## config.mk

```make
export PLATFORM = sky130hd
export DESIGN_NAME = fetch_unit_flat
export DESIGN_NICKNAME = d
export VERILOG_FILES = /design/src/rtl/fetch_unit_pkg.sv /design/src/rtl/fetch_unit_if.sv /design/src/rtl/fetch_unit_npc.sv /design/src/rtl/fetch_unit.sv /design/src/flat_wrapper.sv
export SDC_FILE = /design/constraint.sdc
export NUM_CORES = 1
export LEC_CHECK = 0
export CAP_MARGIN = 10
export CORE_ASPECT_RATIO = 0.9
export CORE_MARGIN = 4
export CORE_UTILIZATION = 40
export DETAILED_ROUTE_END_ITERATION = 12
export MAX_ROUTING_LAYER = met4
export PLACE_DENSITY = 0.72
export SLEW_MARGIN = 20
export SYNTH_ARGS = -nofsm -noshare
export SYNTH_HDL_FRONTEND = slang
export SYNTH_SLANG_ARGS = --single-unit
```

## constraint.sdc

```tcl
create_clock -name clk -period 4.6 [get_ports clk]
set_input_delay 1.38 -clock clk [delete_from_list [all_inputs] [get_ports clk]]
set_output_delay 1.38 -clock clk [all_outputs]
set_load 0.02 [all_outputs]
```

## src/rtl/fetch_unit_pkg.sv

```systemverilog
// Shared types and defaults for the instruction fetch stage.
package fetch_unit_pkg;

  typedef enum logic [1:0] {
    S_IDLE  = 2'd0,
    S_FETCH = 2'd1,
    S_EXEC  = 2'd2
  } state_t;

  localparam logic [31:0] RESET_PC_DEF = 32'h0000_3000;
  localparam logic [31:0] INSTR_BYTES  = 32'd4;

  // Branch displacement in bytes: sign-extended word offset.
  function automatic logic [31:0] br_offset(input logic [15:0] imm);
    return {{14{imm[15]}}, imm, 2'b00};
  endfunction

endpackage

```

## src/rtl/fetch_unit_if.sv

```systemverilog
// Instruction memory request/response channel (single outstanding word).
interface fetch_unit_if;
  logic        imem_req;
  logic [31:0] imem_addr;
  logic        imem_ready;
  logic [31:0] imem_rdata;

  modport master (output imem_req, output imem_addr,
                  input  imem_ready, input imem_rdata);
  modport slave  (input  imem_req, input imem_addr,
                  output imem_ready, output imem_rdata);
endinterface

```

## src/rtl/fetch_unit_npc.sv

```systemverilog
// Combinational next-PC: jump > taken branch > sequential, all modulo 2^32.
module fetch_unit_npc
  import fetch_unit_pkg::*;
(
  input  logic [31:0] i_pc,
  input  logic [25:0] i_idx,
  input  logic        i_branch,
  input  logic        i_jump,
  input  logic        i_zero,
  output logic [31:0] o_pc4,
  output logic [31:0] o_npc
);

  logic [31:0] w_pc4;
  logic [31:0] w_jtarget;
  logic [31:0] w_btarget;

  assign w_pc4     = i_pc + INSTR_BYTES;
  assign w_jtarget = {w_pc4[31:28], i_idx, 2'b00};
  assign w_btarget = w_pc4 + br_offset(i_idx[15:0]);

  always_comb begin
    o_npc = w_pc4;
    if (i_jump)                 o_npc = w_jtarget;
    else if (i_branch && i_zero) o_npc = w_btarget;
  end

  assign o_pc4 = w_pc4;

endmodule

```

## src/rtl/fetch_unit.sv

```systemverilog
// Fetch stage: holds PC, fetches one word per instruction, retires on inst_done.
module fetch_unit
  import fetch_unit_pkg::*;
#(
  parameter logic [31:0] RESET_PC = RESET_PC_DEF
) (
  input  logic         clk,
  input  logic         rst,
  input  logic         run,
  fetch_unit_if.master imem,
  output logic         inst_valid,
  output logic [31:0]  instr,
  output logic [5:0]   INSTop,
  output logic [5:0]   funct,
  output logic [4:0]   rs,
  output logic [4:0]   rt,
  output logic [4:0]   rd,
  output logic [15:0]  imm16,
  output logic [31:0]  pc,
  output logic [31:0]  link_addr,
  input  logic         inst_done,
  input  logic         Branch,
  input  logic         Jump,
  input  logic         zero,
  output logic [31:0]  retire_cnt
);

  state_t      r_state, w_state_nxt;
  logic [31:0] r_pc;
  logic [31:0] r_instr;
  logic        r_req;
  logic [31:0] r_retire_cnt;
  logic        w_fetch_fire;
  logic        w_retire;
  logic [31:0] w_pc4;
  logic [31:0] w_npc;

  fetch_unit_npc u_npc (
    .i_pc     (r_pc),
    .i_idx    (r_instr[25:0]),
    .i_branch (Branch),
    .i_jump   (Jump),
    .i_zero   (zero),
    .o_pc4    (w_pc4),
    .o_npc    (w_npc)
  );

  always_ff @(posedge clk or posedge rst) begin
    if (rst) r_state <= S_IDLE;
    else     r_state <= w_state_nxt;
  end

  always_comb begin
    w_state_nxt  = r_state;
    w_fetch_fire = 1'b0;
    w_retire     = 1'b0;
    case (r_state)
      S_IDLE:  if (run) w_state_nxt = S_FETCH;
      S_FETCH: if (imem.imem_ready) begin
                 w_fetch_fire = 1'b1;
                 w_state_nxt  = S_EXEC;
               end
      S_EXEC:  if (inst_done) begin
                 w_retire    = 1'b1;
                 w_state_nxt = run ? S_FETCH : S_IDLE;
               end
      default: w_state_nxt = S_IDLE;
    endcase
  end

  // Request is a flop so imem sees a glitch-free level that only moves on edges.
  always_ff @(posedge clk or posedge rst) begin
    if (rst) begin
      r_pc         <= RESET_PC;
      r_instr      <= '0;
      r_req        <= 1'b0;
      r_retire_cnt <= '0;
    end else begin
      r_req <= (w_state_nxt == S_FETCH);
      if (w_fetch_fire) r_instr <= imem.imem_rdata;
      if (w_retire) begin
        r_pc         <= w_npc;
        r_retire_cnt <= r_retire_cnt + 32'd1;
      end
    end
  end

  assign imem.imem_req  = r_req;
  assign imem.imem_addr = r_pc;
  assign inst_valid     = (r_state == S_EXEC);
  assign instr          = r_instr;
  assign INSTop         = r_instr[31:26];
  assign rs             = r_instr[25:21];
  assign rt             = r_instr[20:16];
  assign rd             = r_instr[15:11];
  assign funct          = r_instr[5:0];
  assign imm16          = r_instr[15:0];
  assign pc             = r_pc;
  assign link_addr      = w_pc4;
  assign retire_cnt     = r_retire_cnt;

endmodule

```

## src/flat_wrapper.sv

```systemverilog
// flat-port wrapper written by rule: the top's interface ports become plain ports
module fetch_unit_flat import fetch_unit_pkg::*;
#(
  parameter logic [31:0] RESET_PC = RESET_PC_DEF
)
  (clk, rst, run, inst_valid, instr, INSTop, funct, rs, rt, rd, imm16, pc, link_addr, inst_done, Branch, Jump, zero, retire_cnt, imem_imem_req, imem_imem_addr, imem_imem_ready, imem_imem_rdata);
  fetch_unit_if imem_i ();
  input  logic clk;
  input  logic rst;
  input  logic run;
  output logic inst_valid;
  output logic [31:0] instr;
  output logic [5:0] INSTop;
  output logic [5:0] funct;
  output logic [4:0] rs;
  output logic [4:0] rt;
  output logic [4:0] rd;
  output logic [15:0] imm16;
  output logic [31:0] pc;
  output logic [31:0] link_addr;
  input  logic inst_done;
  input  logic Branch;
  input  logic Jump;
  input  logic zero;
  output logic [31:0] retire_cnt;
  output wire logic [$bits(imem_i.imem_req)-1:0] imem_imem_req;
  output wire logic [$bits(imem_i.imem_addr)-1:0] imem_imem_addr;
  input wire logic [$bits(imem_i.imem_ready)-1:0] imem_imem_ready;
  input wire logic [$bits(imem_i.imem_rdata)-1:0] imem_imem_rdata;
  assign imem_imem_req = imem_i.imem_req;
  assign imem_imem_addr = imem_i.imem_addr;
  assign imem_i.imem_ready = imem_imem_ready;
  assign imem_i.imem_rdata = imem_imem_rdata;
  fetch_unit #(.RESET_PC(RESET_PC)) u_core (.clk(clk), .rst(rst), .run(run), .imem(imem_i), .inst_valid(inst_valid), .instr(instr), .INSTop(INSTop), .funct(funct), .rs(rs), .rt(rt), .rd(rd), .imm16(imm16), .pc(pc), .link_addr(link_addr), .inst_done(inst_done), .Branch(Branch), .Jump(Jump), .zero(zero), .retire_cnt(retire_cnt));
endmodule
```

Word level (Yosys, flattened, before mapping)
Cells that the tools add are included.
Word-level totals
  flip-flop bits (word level): 99
  input port bits: 40
  logic and storage cells: 24
  output and inout bits: 205
Operators by class
  reduce and logical (&&, ||, !) cells: 2
  $add $sub $neg: 3
  eq/ne operators: 3
  muxes and demuxes: 11
Operators by type and width (count)
  $mux W32: 2
  $add A32 B1 Y32 const B: 1
  $add A32 B3 Y32 const B: 1
  $add A32 B32 Y32: 1
  $mux W2: 3
  $pmux W2 S3: 1
  $mux W1: 5
  $eq A2 B1 Y1 const B: 2
  $eq A2 B2 Y1 const B: 1
  $logic_not A2 Y1: 1
  $logic_and A1 B1 Y1: 1

Logic depth before layout (Yosys ltp)
Gate-level depths: netlist (run 1).
  word-level depth: 4
  mapped depth: 17
  gate-level depth less buffers: 16

By module
From an unflattened synthesis (run 1), not the netlist that was laid out.
Unflattened totals
  cells, all modules: 798
  area, all modules: 7594.8 sq um
Modules (own cells, without submodules)
  fetch_unit: area an instance 4464.3 sq um, cells an instance 346, instances 1, seq. area each 2479.9 sq um
  fetch_unit_npc: area an instance 3130.5 sq um, cells an instance 452, instances 1, seq. area each 0.0 sq um

Least setup slack after synthesis (run 1)
Ideal clock, no wire load.
  path kind: register to register
  start point: register u_core.r_pc[12], in the netlist u_core.imem.imem_addr[12]
  end point: register u_core.r_pc[29], in the netlist u_core.imem.imem_addr[29]
  setup time: 0.128 ns
  cell stages (with the launch flop): 17
  data required time: 4.472 ns
  arrival time: 3.763 ns
  buffers on the path: 1
  clock period less this slack: 3.890 ns
  slack: 0.710 ns
  cells stage by stage: dfstp_2 -> and3_1 -> nand3_1 -> or2_2 -> nor3_1 -> xor2_1 -> ha_1 -> clkbuf_2 -> a21o_1 -> a21o_1 -> a21o_1 -> a211oi_1 -> nor2b_1 -> o41ai_1 -> o41ai_1 -> xnor2_1 -> o21ai_1
On the way
  word-level cells in the longest chain between the ends: 4
Ends and longest elaborated chain
  start, declared: line fetch_unit.sv:29  | logic [31:0] r_pc;
  start signal, assigned: line fetch_unit.sv:82  | r_pc <= w_npc;
  $add A32 B3 Y32: line fetch_unit_npc.sv:18  | assign w_pc4 = i_pc + INSTR_BYTES;
  net link_addr[22]: line flat_wrapper.sv:20  | output logic [31:0] link_addr;
  $add A32 B32 Y32: line fetch_unit_npc.sv:20  | assign w_btarget = w_pc4 + br_offset(i_idx[15:0]);
  $mux W32: line fetch_unit_npc.sv:25  | else if (i_branch && i_zero) o_npc = w_btarget;
  $mux W32: line fetch_unit_npc.sv:24  | if (i_jump) o_npc = w_jtarget;
The timed path passes the listed nets, and every way through them passes these cells.
A chain may end at the register's enable or synchronous reset.

Worst setup path in the final report (run 1)
  start point: register u_core.r_pc[12], in the netlist u_core.imem.imem_addr[12]
  end point: output port link_addr[30]
On the way
  word-level cells in the longest chain between the ends: 1
Ends and longest elaborated chain (line)
  $add A32 B3 Y32: fetch_unit_npc.sv:18
  end, declared: flat_wrapper.sv:20
No other way between the ends.

==> results of run 1 <==
==> sequential cells by signal (all words and copies together) (netlist names) <==
register,count
u_core.imem.imem_addr,30
u_core.retire_cnt,32
u_core.r_state,2
u_core.imem.imem_req,1
u_core.instr,32
==> cell type report <==
type	count	area share [%]
diodes	1	0.0263
clock buffers	9	2.36
clock inverters	7	1.06
inverters	12	0.499
multi-input cells	581	41.2
flip-flops and latches	97	25.5
well taps	240	3.15
repair buffers	251	26.2
==> metrics by stage <==
step | cell area [um2] | cells | utilization, % | total power, W
after floorplan | 7150 | 798 | - | 0.00536
after global placement | 9190 | 1181 | 52.4 | 0.00715
after detailed placement | 9190 | 1181 | 52.4 | 0.00718
after CTS | 9520 | 1197 | 54.2 | 0.00802
after global routing | 9530 | 1198 | 54.3 | 0.00851
final | 9530 | 1198 | 54.3 | 0.00802
==> where the power goes <==
part	switching, W	internal [W]	total [W]
clock network	0.000404	0.000396	0.000800
logic	0.00300	0.00253	0.00554
registers	0.000532	0.00115	0.00168
==> timing repair <==
action	4_1_cts	5_1_grt
endpoints found under the hold margin	0	0
hold buffers	0	0
endpoints found under the setup margin	0	1
gates resized for setup	0	1
==> synth_stat cells, drive strengths merged, types with 4 or more instances <==
cell type  instances
nand2b             7
nor2              48
buf               82
inv               12
nand3             38
xor2              25
nor3              14
clkbuf            26
a21oi             43
xnor2             54
o21ai             57
o21bai             4
a221o              4
or2                4
o211ai             7
dfrtp             95
mux2              33
a31oi              6
or3                7
and4               4
a21o              16
and2               4
and3              17
mux2i              4
a311oi             5
nand4             15
a211oi             8
nand2             80
ha                38
==> how the worst max path moves through the flow <==
| stage | start | slack, ns | to | depth (start not counted) |
|---|---|---|---|---|
| 2_1_floorplan | rst | 0.69 | u_core.imem.imem_addr[10] | 1 |
| 3_3_place_gp | u_core.imem.imem_addr[12] | 0.62 | link_addr[31] | 8 |
| 3_5_place_dp | u_core.imem.imem_addr[12] | 0.57 | link_addr[31] | 8 |
| 4_1_cts | u_core.imem.imem_addr[12] | 0.17 | link_addr[31] | 8 |
| 5_1_grt | u_core.imem.imem_addr[12] | 0.08 | link_addr[29] | 7 |
| 6_report | u_core.imem.imem_addr[12] | 0.23 | link_addr[30] | 6 |
==> layer usage <==
metal / part of all wire (%) / track usage [%]
met4: 2.6 / 6.71
met1: 46 / 30.8
met5: 0 / -
met3: 6.8 / 4.90
met2: 45 / 33.8
==> cell families after synthesis <==
kind of cell,after synthesis,synth area share [%]
AO/OA/AOI/OAI,168,15.0
flip-flops,97,34.1
AND/OR/NAND/NOR,252,17.3
multiplexers,37,5.82
other,1,0.0526
buffers and inverters,120,11.2
XOR/XNOR,79,9.70
adder cells (fa/ha/maj),39,6.94
==> out/metrics.csv, run 1 <==
stage,metric,value,unit
critical_path,CP Buf/Inv Count,1,
cts,clk buf depth,2,
grt,pin count of the biggest net entering global routing,65,
cts,clk_lat worst skew,0.36,ns
cts,TritonCTS clock tree,done,
cts,CTS H-Tree Depth,3,
sta,Fin Clk Skew,0.0134,ns
critical_path,Worst EP required,3.22,ns
floorplanning,starting density of the core,40.6,%
critical_path,Worst R2R Start,u_core.imem.imem_addr[12],
critical_path,Top delay family on crit path,simple AND/OR/NAND/NOR gates,
placement,GP Congestion,0.931,
synth,synth unique cells,65,
grt,first-pass GRT wire length,34900,um
sta,worst-margin pin slew,0.906,ns
pwr,maximum VDD drop,0.458,mV
critical_path,Worst Setup End Kind,output pin,
floorplanning,Ports,245,
sta,Achievable Freq,229,MHz
cts,clk slew on worst S/H paths,0.08,ns
synth,Main synth FF type,dfrtp_1,
min_path,hold path endpoint,u_core.retire_cnt[31],
sta,period utilization,95.1,%
route,Initial DRC Count,488,
route,Initial DRT Pass Iterations,5,
finish,"commonest non-fill, non-tap cell in the layout",clkdlybuf4s50_1,
sta,final slew viol count,0,
min_path,min-delay worst type,reg2reg,
synth,"FFs w/ async S/R, synth",100,%
synth,Yosys top cell by area,dfrtp_1,
flow_run,max cap viols,0,
route,DRC violations left,0,
sta,Fin. Hold Viols,0,
finish,Layout Nets,1031,
synth,Synth Register Bits,97,
route,Avg WL per Cell,18.6,um
synth,yosys warns,0,
sta,final worst slack,0.228,ns
placement,I/O Buffers,238,
critical_path,CP arrival,2.99,ns
synth,synth top area cells,"dfrtp_1 (33%), buf_4 (8.3%), ha_1 (6.7%)",
synth,Syn Inst Count,793,
cts,Post-CTS Setup Inserts,0,
floorplanning,Core ar.,17600,um2
finish,area of the multi-input gates,3920,um2
critical_path,crit-path max cell delay,0.68,ns
finish,storage element area,2430,um2
sta,setup_tns,0,ns
grt,grt ovf,0,
grt,initial antenna violation count,1,
cts,Num CTS Buffers,9,
critical_path,crit-path max FO,6,
finish,ratio of cells with drive above 1 in the final layout,8.57,%
finish,"commonest cells after routing, fill and taps aside","clkdlybuf4s50_1 (237), dfrtp_1 (95), nand2_1 (80)",
synth,Post-synth EDFFs,0,
critical_path,R2R Setup Slk,0.52,ns
sta,final setup fails,0,
min_path,hold path startpoint,u_core.retire_cnt[31],
pwr,leakage,3.98,nW
sta,WHS,0.482,ns
floorplanning,num rows,46,
finish,Filler cells,1600,
critical_path,CP Launch Type,flop,
grt,vias in the first global route,6279,
critical_path,slowest CP cell,clkdlybuf4s50_1,
run_status,outcome,completed,
synth,Mapped Area,7130,um2
synth,sequential area share after synthesis,34.1,%
critical_path,CP Class,reg2out,
cts,CTS Sinks,97,
critical_path,cells on worst reg2reg path,15,
floorplanning,die area,20000,um2
cts,CTS root buf,clkbuf_16,
sta,RSZ-0062 raised after global routing,false,
route,final wirelength,22300,um
route,Detail Route Antenna Nets,0,
min_path,hold path depth,1,
floorplanning,chip height,135,um
sta,Tmin final,4.37,ns
critical_path,r2r endpoint,u_core.imem.imem_addr[31],
synth,post-synth top area share,33.3,%
critical_path,CP Cell Sequence,"and3_1, nand3_1, or2_2, nor3_1, xor2_1, clkdlybuf4s50_1",
pwr,Power Dens Cells,842,nW/um2
placement,DP Worst Slack,0.573,ns
route,DR vias,6419,
synth,syn avg cell area,9.00,um2
grt,gr usage total,22.5,%
placement,HPWL Detailed,16900,um
route,vias per cell,5.36,
sta,max_slew headroom,39.6,%
finish,Area Overhead vs Synth,33.5,%
floorplanning,die width,149,um
No activity file was read; power rests on OpenSTA's default activity.
==> inputs of run 2 (changes only) <==
--- a/config.mk
+++ b/config.mk
@@ -10,9 +10,9 @@
 export CORE_MARGIN = 4
 export CORE_UTILIZATION = 40
 export DETAILED_ROUTE_END_ITERATION = 12
-export MAX_ROUTING_LAYER = met4
+export GPL_ROUTABILITY_DRIVEN = 0
 export PLACE_DENSITY = 0.72
-export SLEW_MARGIN = 20
+export SLEW_MARGIN = 25
 export SYNTH_ARGS = -nofsm -noshare
 export SYNTH_HDL_FRONTEND = slang
 export SYNTH_SLANG_ARGS = --single-unit
==> run 2 against run 1 <==
- worst setup slack lost 0.041 ns
- wire length shrank 1.0%
- non-clock buffer count shrank 1
- cell area shrank 0.18%
- die area is the same
- global-route usage shrank 0.57 points
- combinational power is essentially flat
- maximum frequency shrank 0.93%
==> out/metrics.csv, run 2 (synthesis results as in run 1) <==
stage,metric,value,unit,change
sta,Fin. Hold Viols,0,,unchanged
min_path,min-delay worst type,reg2reg,,
pwr,Pint,0.00407,W,about the same
sta,period utilization,95.9,%,+0.89 points
pwr,clock power share,10.1,%,about the same
cts,# resized after CTS,0,,unchanged
sta,final setup fails,0,,unchanged
finish,Layout Nets,1030,,-0.097%
placement,HPWL Detailed,16900,um,+0.28%
cts,clk slew on worst S/H paths,0.08,ns,about the same
route,Detail Route Antenna Nets,0,,unchanged
floorplanning,Core ar.,17600,um2,unchanged
finish,cell area after layout,9510,um2,-0.18%
finish,"commonest cells after routing, fill and taps aside","clkdlybuf4s50_1 (238), dfrtp_1 (95), nand2_1 (80)",,
finish,ratio of cells with drive above 1 in the final layout,8.47,%,-0.096 points
critical_path,crit-path max FO,5,,-1
finish,"Core Util, Final",54.2,%,-0.10 points
cts,TritonCTS clock tree,done,,
critical_path,CP Class,reg2out,,
flow_run,max cap viols,0,,unchanged
route,DRC violations left,0,,unchanged
floorplanning,die area,20000,um2,unchanged
critical_path,Worst EP required,3.22,ns,about the same
sta,Fin Clk Skew,0.0110,ns,-0.00246 ns
route,final wirelength,22100,um,-1.0%
route,Initial DRT Pass Iterations,5,,unchanged
placement,I/O Buffers,238,,unchanged
pwr,leakage,3.96,nW,-0.54%
finish,Filler cells,1581,,-1.2%
cts,Num CTS Buffers,9,,unchanged
finish,"commonest non-fill, non-tap cell in the layout",clkdlybuf4s50_1,,
pwr,maximum VDD drop,0.473,mV,+3.2%
route,Initial DRC Count,494,,+1.2%
cts,hold bufs inserted after CTS,0,,unchanged
floorplanning,Ports,245,,unchanged
route,Avg WL per Cell,18.4,um,-0.83%
sta,RSZ-0062 raised after global routing,false,,
cts,CTS Sinks,97,,unchanged
critical_path,R2R Setup Slk,0.52,ns,about the same
placement,Post-DP Area,9190,um2,about the same
pwr,Comb power frac,69.0,%,about the same
cts,CTS root buf,clkbuf_16,,
grt,gr usage total,22.0,%,-0.57 points
route,DR vias,6355,,-1.0%
grt,initial antenna violation count,1,,unchanged
critical_path,CP Launch Type,flop,,
floorplanning,die width,149,um,unchanged
floorplanning,starting density of the core,40.6,%,unchanged
sta,worst-margin pin slew,0.883,ns,-0.0230 ns
route,vias per cell,5.31,,-0.83%
finish,n_diodes,0,,-1
pwr,sw frac,49.1,%,about the same
sta,Tmin final,4.41,ns,+0.0410 ns
sta,final slew viol count,0,,unchanged
critical_path,CP arrival,3.03,ns,+0.04 ns
finish,Area Overhead vs Synth,33.3,%,
sta,max_slew headroom,41.1,%,+1.5 points
cts,clk buf depth,2,,unchanged
pwr,NetSw,0.00393,W,-0.25%
sta,setup_tns,0,ns,unchanged
grt,pin count of the biggest net entering global routing,67,,+3.1%
critical_path,Worst Setup End Kind,output pin,,
critical_path,Worst R2R Start,u_core.imem.imem_addr[13],,
critical_path,cells on worst reg2reg path,15,,unchanged
min_path,hold path endpoint,u_core.retire_cnt[31],,
pwr,Sequential Power Share,20.9,%,about the same
min_path,hold path depth,1,,unchanged
pwr,Power Dens Cells,842,nW/um2,about the same
grt,vias in the first global route,6194,,-1.4%
sta,Achievable Freq,227,MHz,-0.93%
floorplanning,chip height,135,um,unchanged
critical_path,r2r endpoint,u_core.imem.imem_addr[31],,
cts,CTS H-Tree Depth,3,,unchanged
run_status,outcome,completed,,
grt,first-pass GRT wire length,35000,um,+0.34%
min_path,hold path startpoint,u_core.retire_cnt[31],,
cts,clk_lat worst skew,0.36,ns,about the same
cts,Post-CTS Setup Inserts,0,,unchanged
floorplanning,num rows,46,,unchanged
grt,grt ovf,0,,unchanged
==> run 2: routing by layer <==
metal / GRT usage [%] / up-vias / wire length [um] / share of wire (%)
met5: 0 / - / 20 / 0.091
li1: - / 3042 / - / -
met1: 30.9 / 3044 / 9960 / 45
met2: 33.8 / 240 / 10000 / 45
met4: 4.73 / 2 / 378 / 1.7
met3: 6.38 / 27 / 1690 / 7.7
==> run 2: power by group through the flow <==
stage	sequential, W	combinational [W]	clock [W]
after floorplan	0.00187	0.00349	0
after global routing	0.00174	0.00594	0.000860
after global placement	0.00167	0.00546	0
final	0.00167	0.00552	0.000808
after CTS	0.00167	0.00553	0.000825
after detailed placement	0.00168	0.00549	0
==> run 2: per-stage QoR <==
| stage | setup slack, ns | std cells | total power, W | hold slack, ns |
|---|---|---|---|---|
| floorplan | 0.690 | 798 | 0.00536 | 0.482 |
| detailed placement | 0.575 | 1180 | 0.00718 | 0.469 |
| CTS | 0.175 | 1196 | 0.00802 | 0.484 |
| global placement | 0.626 | 1180 | 0.00713 | 0.464 |
| finish | 0.187 | 1196 | 0.00800 | 0.477 |
| global route | 0.0137 | 1196 | 0.00854 | 0.511 |
==> run 2: cell type report <==
class                           count  area [um2]  share of cell area (%)
Clock buffer                        9         225                    2.37
Clock inverter                      7        96.3                    1.01
Inverter                           12        47.5                   0.500
Multi-Input combinational cell    581        3920                    41.3
Sequential cell                    97        2430                    25.6
Tap cell                          240         300                    3.16
Timing Repair Buffer              250        2480                    26.1
==> run 2: critical path, cell delays in order, from the launching register on <==
cell and delay (ns):
dfstp_2 0.58, and3_1 0.27, nand3_1 0.13, nand2b_1 0.22, nor2_2 0.20, and3_1 0.26
nand3_1 0.12, xnor2_1 0.24, clkdlybuf4s50_1 0.66
==> run 2: worst max-delay path by stage <==
stage               depth (start not counted)                 startpoint  slack, ns                        end
floorplan                                   1                        rst       0.69  u_core.imem.imem_addr[10]
global placement                            8  u_core.imem.imem_addr[13]       0.63              link_addr[31]
detailed placement                          8  u_core.imem.imem_addr[13]       0.58              link_addr[31]
CTS                                         8  u_core.imem.imem_addr[13]       0.18              link_addr[31]
global route                                8  u_core.imem.imem_addr[13]       0.01              link_addr[31]
finish                                      8  u_core.imem.imem_addr[13]       0.19              link_addr[31]
==> edit 1 (flow settings as in run 2) <==
Reset style: synchronous (`rst`), changed in 2 clocked blocks.
--- a/src/rtl/fetch_unit.sv
+++ b/src/rtl/fetch_unit.sv
@@ -45,7 +45,7 @@
     .o_npc    (w_npc)
   );
 
-  always_ff @(posedge clk or posedge rst) begin
+  always_ff @(posedge clk) begin
     if (rst) r_state <= S_IDLE;
     else     r_state <= w_state_nxt;
   end
@@ -69,7 +69,7 @@
   end
 
   // Request is a flop so imem sees a glitch-free level that only moves on edges.
-  always_ff @(posedge clk or posedge rst) begin
+  always_ff @(posedge clk) begin
     if (rst) begin
       r_pc         <= RESET_PC;
       r_instr      <= '0;
Check against the original RTL: differs if rst is asserted again (counterexample within 4 cycles, from zero or initial values and one cycle with rst high); with rst held inactive, the same outputs for 4 cycles.
==> edit 1 against run 2 <==
  * Core utilization grew 1.0 points
  * Area after synthesis shrank 2.5%
  * Wire length grew 2.7%
  * Setup slack lost 16 ps
  * Sequential cell count is the same
  * Cell area shrank 1.6%
  * Highest routed layer is now met4
Power is left out: it rests on default switching activity, and per cell area and clock period it moved more than threefold.
==> edit 1: results (changes against run 2) <==
| Metric | Value |
|---|---|
| Measured slew at the worst slew-check pin | 813 ps (-70.2 ps) |
| Reg2Reg Capture Point | u_core.imem.imem_addr[31]$_SDFFE_PP0P_ |
| Worst Hold End | u_core.instr[26]$_SDFFE_PP0P_ |
| Initial antenna violation count | 0 (-1) |
| Worst hold start | u_core.instr[26]$_SDFFE_PP0P_ |
| Outcome | complete, no violations |
| Vias in the first global route | 6,445 (+4.1%) |
| Synth cell types | 67 (+3.1%) |
| Vias | 6,919 (+8.9%) |
| Top FF cell, synth | dfxtp_1 |
| Clk_skew | 14.3 ps (+3.34 ps) |
| Post-synth top cells | 139 x nand2_1, 97 x dfxtp_1, 90 x a21oi_1 |
| DR iter-0 viols | 595 (+20%) |
| Critical path fanouts, max | 9 (+4) |
| DP HPWL | 17.0 mm (+0.27%) |
| Sequential fraction of the synthesis area | 27.9% (-6.1 points) |
| Fraction of registers with async set or reset after synthesis | 0% (-100 points) |
| Detailed Route WL | 22.7 mm (+2.7%) |
| Fin nets | 1,143 (+11%) |
| Worst R2R Path Depth | 15 (unchanged) |
| Largest net degree at the start of global routing | 54 (-19%) |
| Critical path arrival | 3050 ps (+20 ps) |
| Tot GR Track Use | 22.3% (+0.35 points) |
| Top cells by area, synth | dfxtp_1 28%, buf_4 8.7%, nand2_1 7.5%, ha_1 6.8%, a21oi_1 6.5% |
| Reg2reg start | u_core.imem.imem_addr[10]$_SDFFE_PP0P_ |
| First-pass GRT wire length | 35.3 mm (+1.0%) |
==> edit 1: cell types whose count changed after synthesis, sizes merged, moves of 9 or more <==
cell and change:
nand3 -10, xnor2 -10, dfrtp -95, nor2 +37, nand2 +59, mux2 -33
o31ai +9, dfxtp +97, a21oi +47
==> edit 1: critical path, stage by stage (launching register included) <==
cell and delay [ps]:
dfxtp_1 490, and4_1 300, and3_1 270, nand3_1 180, nor2_1 260, and3_1 250, xor2_1 260, clkdlybuf4s50_1 670
==> edit 1: how the worst max path moves through the flow <==
stage,from,endpoint,slack [ps],cells past startpoint
floorplan,u_core.imem.imem_addr[4]$_SDFFE_PP0P_,u_core.imem.imem_addr[31]$_SDFFE_PP0P_,650,16
global placement,u_core.imem.imem_addr[4]$_SDFFE_PP0P_,link_addr[26],660,7
detailed placement,u_core.imem.imem_addr[4]$_SDFFE_PP0P_,u_core.imem.imem_addr[31]$_SDFFE_PP0P_,560,15
CTS,u_core.imem.imem_addr[4]$_SDFFE_PP0P_,link_addr[23],130,6
global route,u_core.imem.imem_addr[10]$_SDFFE_PP0P_,link_addr[24],9,7
finish,u_core.imem.imem_addr[10]$_SDFFE_PP0P_,link_addr[24],170,7
==> edit 1: through the flow <==
| stage | instance area [um2] | setup WS, ps | std cells | hold slack (ps) | utilization [%] |
|---|---|---|---|---|---|
| floorplan | 6970 | 651 | 916 | 547 | - |
| CTS | 9320 | 131 | 1301 | 470 | 55.0 |
| global route | 9350 | 8.87 | 1304 | 494 | 55.2 |
| detailed placement | 9000 | 555 | 1285 | 458 | 53.1 |
| finish | 9350 | 171 | 1304 | 465 | 55.2 |
| global placement | 9000 | 663 | 1285 | 457 | 53.1 |
==> edit 1: layer usage <==
layer	share of wire, %	vias to the layer above	track usage (%)
li1	-	3399	-
met1	44	3191	29.8
met2	45	290	35.2
met3	9.1	39	6.16
met4	2.2	0	7.04
met5	0	-	0
==> edit 1: repair_timing <==
action	4_1_cts	5_1_grt
endpoints found under the setup margin	0	3
buffers inserted	0	3
gates resized for setup	0	1
==> edit 1: logic make-up after synthesis <==
| group | after synthesis | synth area share (%) |
|---|---|---|
| and+or+nand+nor | 339 | 23.1 |
| AOI/OAI and AO/OA | 223 | 19.9 |
| xor gates and xnor gates | 77 | 10.1 |
| muxes | 1 | 0.144 |
| DFF | 97 | 27.9 |
| buffers and inverters | 134 | 11.7 |
| other | 1 | 0.0539 |
| adders and majority gates | 39 | 7.12 |
==> edit 1: cell type report <==
type | instances | area (um2)
clock buffers | 9 | 225
well taps | 235 | 294
inverters | 18 | 67.6
multi-input cells | 685 | 4230
fillers | 1582 | 7600
clock inverters | 7 | 98.8
repair buffers | 253 | 2490
flip-flops and latches | 97 | 1940
==> edit 2 (settings of run 2) <==
Made on the original files. Register the output `retire_cnt` once more, with the module's reset; this adds one clock of latency there. The other outputs are not delayed to match.
--- a/src/rtl/fetch_unit.sv
+++ b/src/rtl/fetch_unit.sv
@@ -97,7 +97,13 @@
   assign imm16          = r_instr[15:0];
   assign pc             = r_pc;
   assign link_addr      = w_pc4;
-  assign retire_cnt     = r_retire_cnt;
+  always_ff @(posedge clk or posedge rst) begin
+    if (rst) begin
+      retire_cnt <= '0;
+    end else begin
+      retire_cnt <= r_retire_cnt;
+    end
+  end
 
 endmodule
 
Check against the original RTL: not equivalent (a bounded check fails within 4 cycles, from zero or initial values and one cycle with rst high).
==> edit 2 against run 2 <==
  * Sequential power grew 17%
  * Register-to-register slack gained 90 ps
  * Total power grew 11%
  * Largest power group unchanged
  * Area after synthesis grew 9.2%
  * Sequential cell count grew 32
  * Wire length grew 5.3%
  * Count of clock-buffer cells in the layout grew 9
  * Cell area grew 11%
  * Hold slack lost 110 ps
  * Setup slack lost 28 ps
==> edit 2: results (changes against run 2) <==
| Metric | Value |
|---|---|
| Outcome | complete, no violations |
| Met3 wire length | 2.19 mm (+30%) |
| Critical path fanouts, max | 8 (+3) |
| Routed wl met2 | 10.8 mm (+7.7%) |
| DP HPWL | 16.9 mm (about the same) |
| Reg clk slew, reported paths | 60 ps (-20 ps) |
| GRT met2 Usage | 33.8% (about the same) |
| Routing usage on met1 | 28.5% (-2.4 points) |
| Num CTS Buffers | 17 (+8) |
| Placed inst area | 9910 um2 (+7.9%) |
| Routed len/inst | 18.7 um (+1.3%) |
| Post-Synth Adder-Cell Area | 6.36% (-0.59 points) |
| Largest net degree at the start of global routing | 130 (+94%) |
| Pre-CTS setup slack | 418 ps (-157 ps) |
| H-tree depth | 4 (+1) |
| Placed cells | 1,211 (+2.6%) |
| Met1 wire length | 9.81 mm (-1.5%) |
| Vias per inst | 5.36 (+0.81%) |
| Compound-cell area share of the yosys netlist | 14.0% (-0.97 points) |
| First-pass GRT wire length | 37.1 mm (+5.9%) |
| Clk_skew | 13.0 ps (+2.06 ps) |
| XOR/XNOR Fraction of Synth Area | 9.22% (-0.48 points) |
| Critical path arrival | 3060 ps (+30 ps) |
| CP max-delay cell | clkdlybuf4s50_1 |
| Top Metal Used | met4 |
| Top cells by area, synth | dfrtp_1 41%, buf_4 7.6%, xnor2_1 6.5%, ha_1 6.1%, mux2_2 4.6% |
| Fin nets | 1,059 (+2.8%) |
| I/O Buffers | 238 (unchanged) |
| Vias | 6,658 (+4.8%) |
| VDD IR max | 490 uV (+3.7%) |
| Post-synthesis mux area share | 4.95% (-0.88 points) |
| Vias in the first global route | 6,781 (+9.5%) |
| Worst-Skew Late Latency | 410 ps (+50 ps) |
| Diodes inserted | 0 (unchanged) |
| DR pass1 iterations | 5 (unchanged) |
| HP Class | flip-flop to flip-flop |
| Met3 Resource Use GR | 6.83% (+0.45 points) |
| DR iter-0 viols | 459 (-7.1%) |
| Synth cell types | 62 (-4.6%) |
| Switching portion of total power | 45.3% (-3.8 points) |
| Post-synth top cells | 127 x dfrtp_1, 86 x nand2_1, 79 x buf_4 |
| CP peak stage delay | 700 ps (+40 ps) |
| Initial antenna violation count | 0 (-1) |
| Sequential fraction of the synthesis area | 41.5% (+7.4 points) |
| Tot GR Track Use | 21.4% (-0.55 points) |
| Measured slew at the worst slew-check pin | 980 ps (+97.0 ps) |
| Layout cell share with drive strength beyond 1 | 9.57% (+1.1 points) |
| P_leak | 4.59 nW (+16%) |
| Mean Syn Cell Area | 9.63 um2 (+7.0%) |
edit 2: cell types whose count changed after synthesis, sizes merged, moves of 7 or more:
| cell | delta |
|---|---|
| clkbuf | -9 |
| nor2 | +12 |
| o21ai | -16 |
| a211oi | +7 |
| o21bai | +7 |
| dfrtp | +32 |
edit 2: worst paths after layout:
path                                                      startpoint                                     to  slack (ps)  cells after the start
worst max-delay path            u_core.imem.imem_addr[5]$_DFFE_PP0P_                          link_addr[21]         160                      7
worst min-delay path             u_core.r_retire_cnt[30]$_DFFE_PP0P_        u_core.retire_cnt[30]$_DFF_PP0_         370                      0
worst max register to register  u_core.imem.imem_addr[5]$_DFFE_PP0P_  u_core.imem.imem_addr[30]$_DFFE_PP0P_         610                     14
worst min register to register   u_core.r_retire_cnt[30]$_DFFE_PP0P_        u_core.retire_cnt[30]$_DFF_PP0_         370                      0
max in group asynchronous                                        rst   u_core.imem.imem_addr[4]$_DFFE_PP0P_        2560                      3
min in group asynchronous                                        rst           u_core.instr[26]$_DFFE_PP0P_        1540                      3
edit 2: area by class of cell:
| cell class | count | area (um2) |
|---|---|---|
| Sequential cell | 129 | 3230 |
| Fill cell | 1721 | 8590 |
| Tap cell | 250 | 313 |
| Inverter | 16 | 63.8 |
| Clock inverter | 14 | 201 |
| Multi-Input combinational cell | 568 | 3850 |
| Timing Repair Buffer | 248 | 2480 |
| Clock buffer | 18 | 429 |
edit 2: power by group through the flow:
stage                     sequential (mW)  clock (mW)  combinational (mW)
after floorplan                      2.17           0                3.43
after global placement               1.95           0                5.40
after detailed placement             1.97           0                5.42
after CTS                            1.96        1.48                5.47
after global routing                 2.02        1.53                5.89
final                                1.96        1.44                5.49
edit 2: timing repair:
action / in CTS / in global routing
hold buffers: 0 / 0
pin swaps: 0 / 0
resized for setup: 1 / 5
setup endpoints to repair: 1 / 5
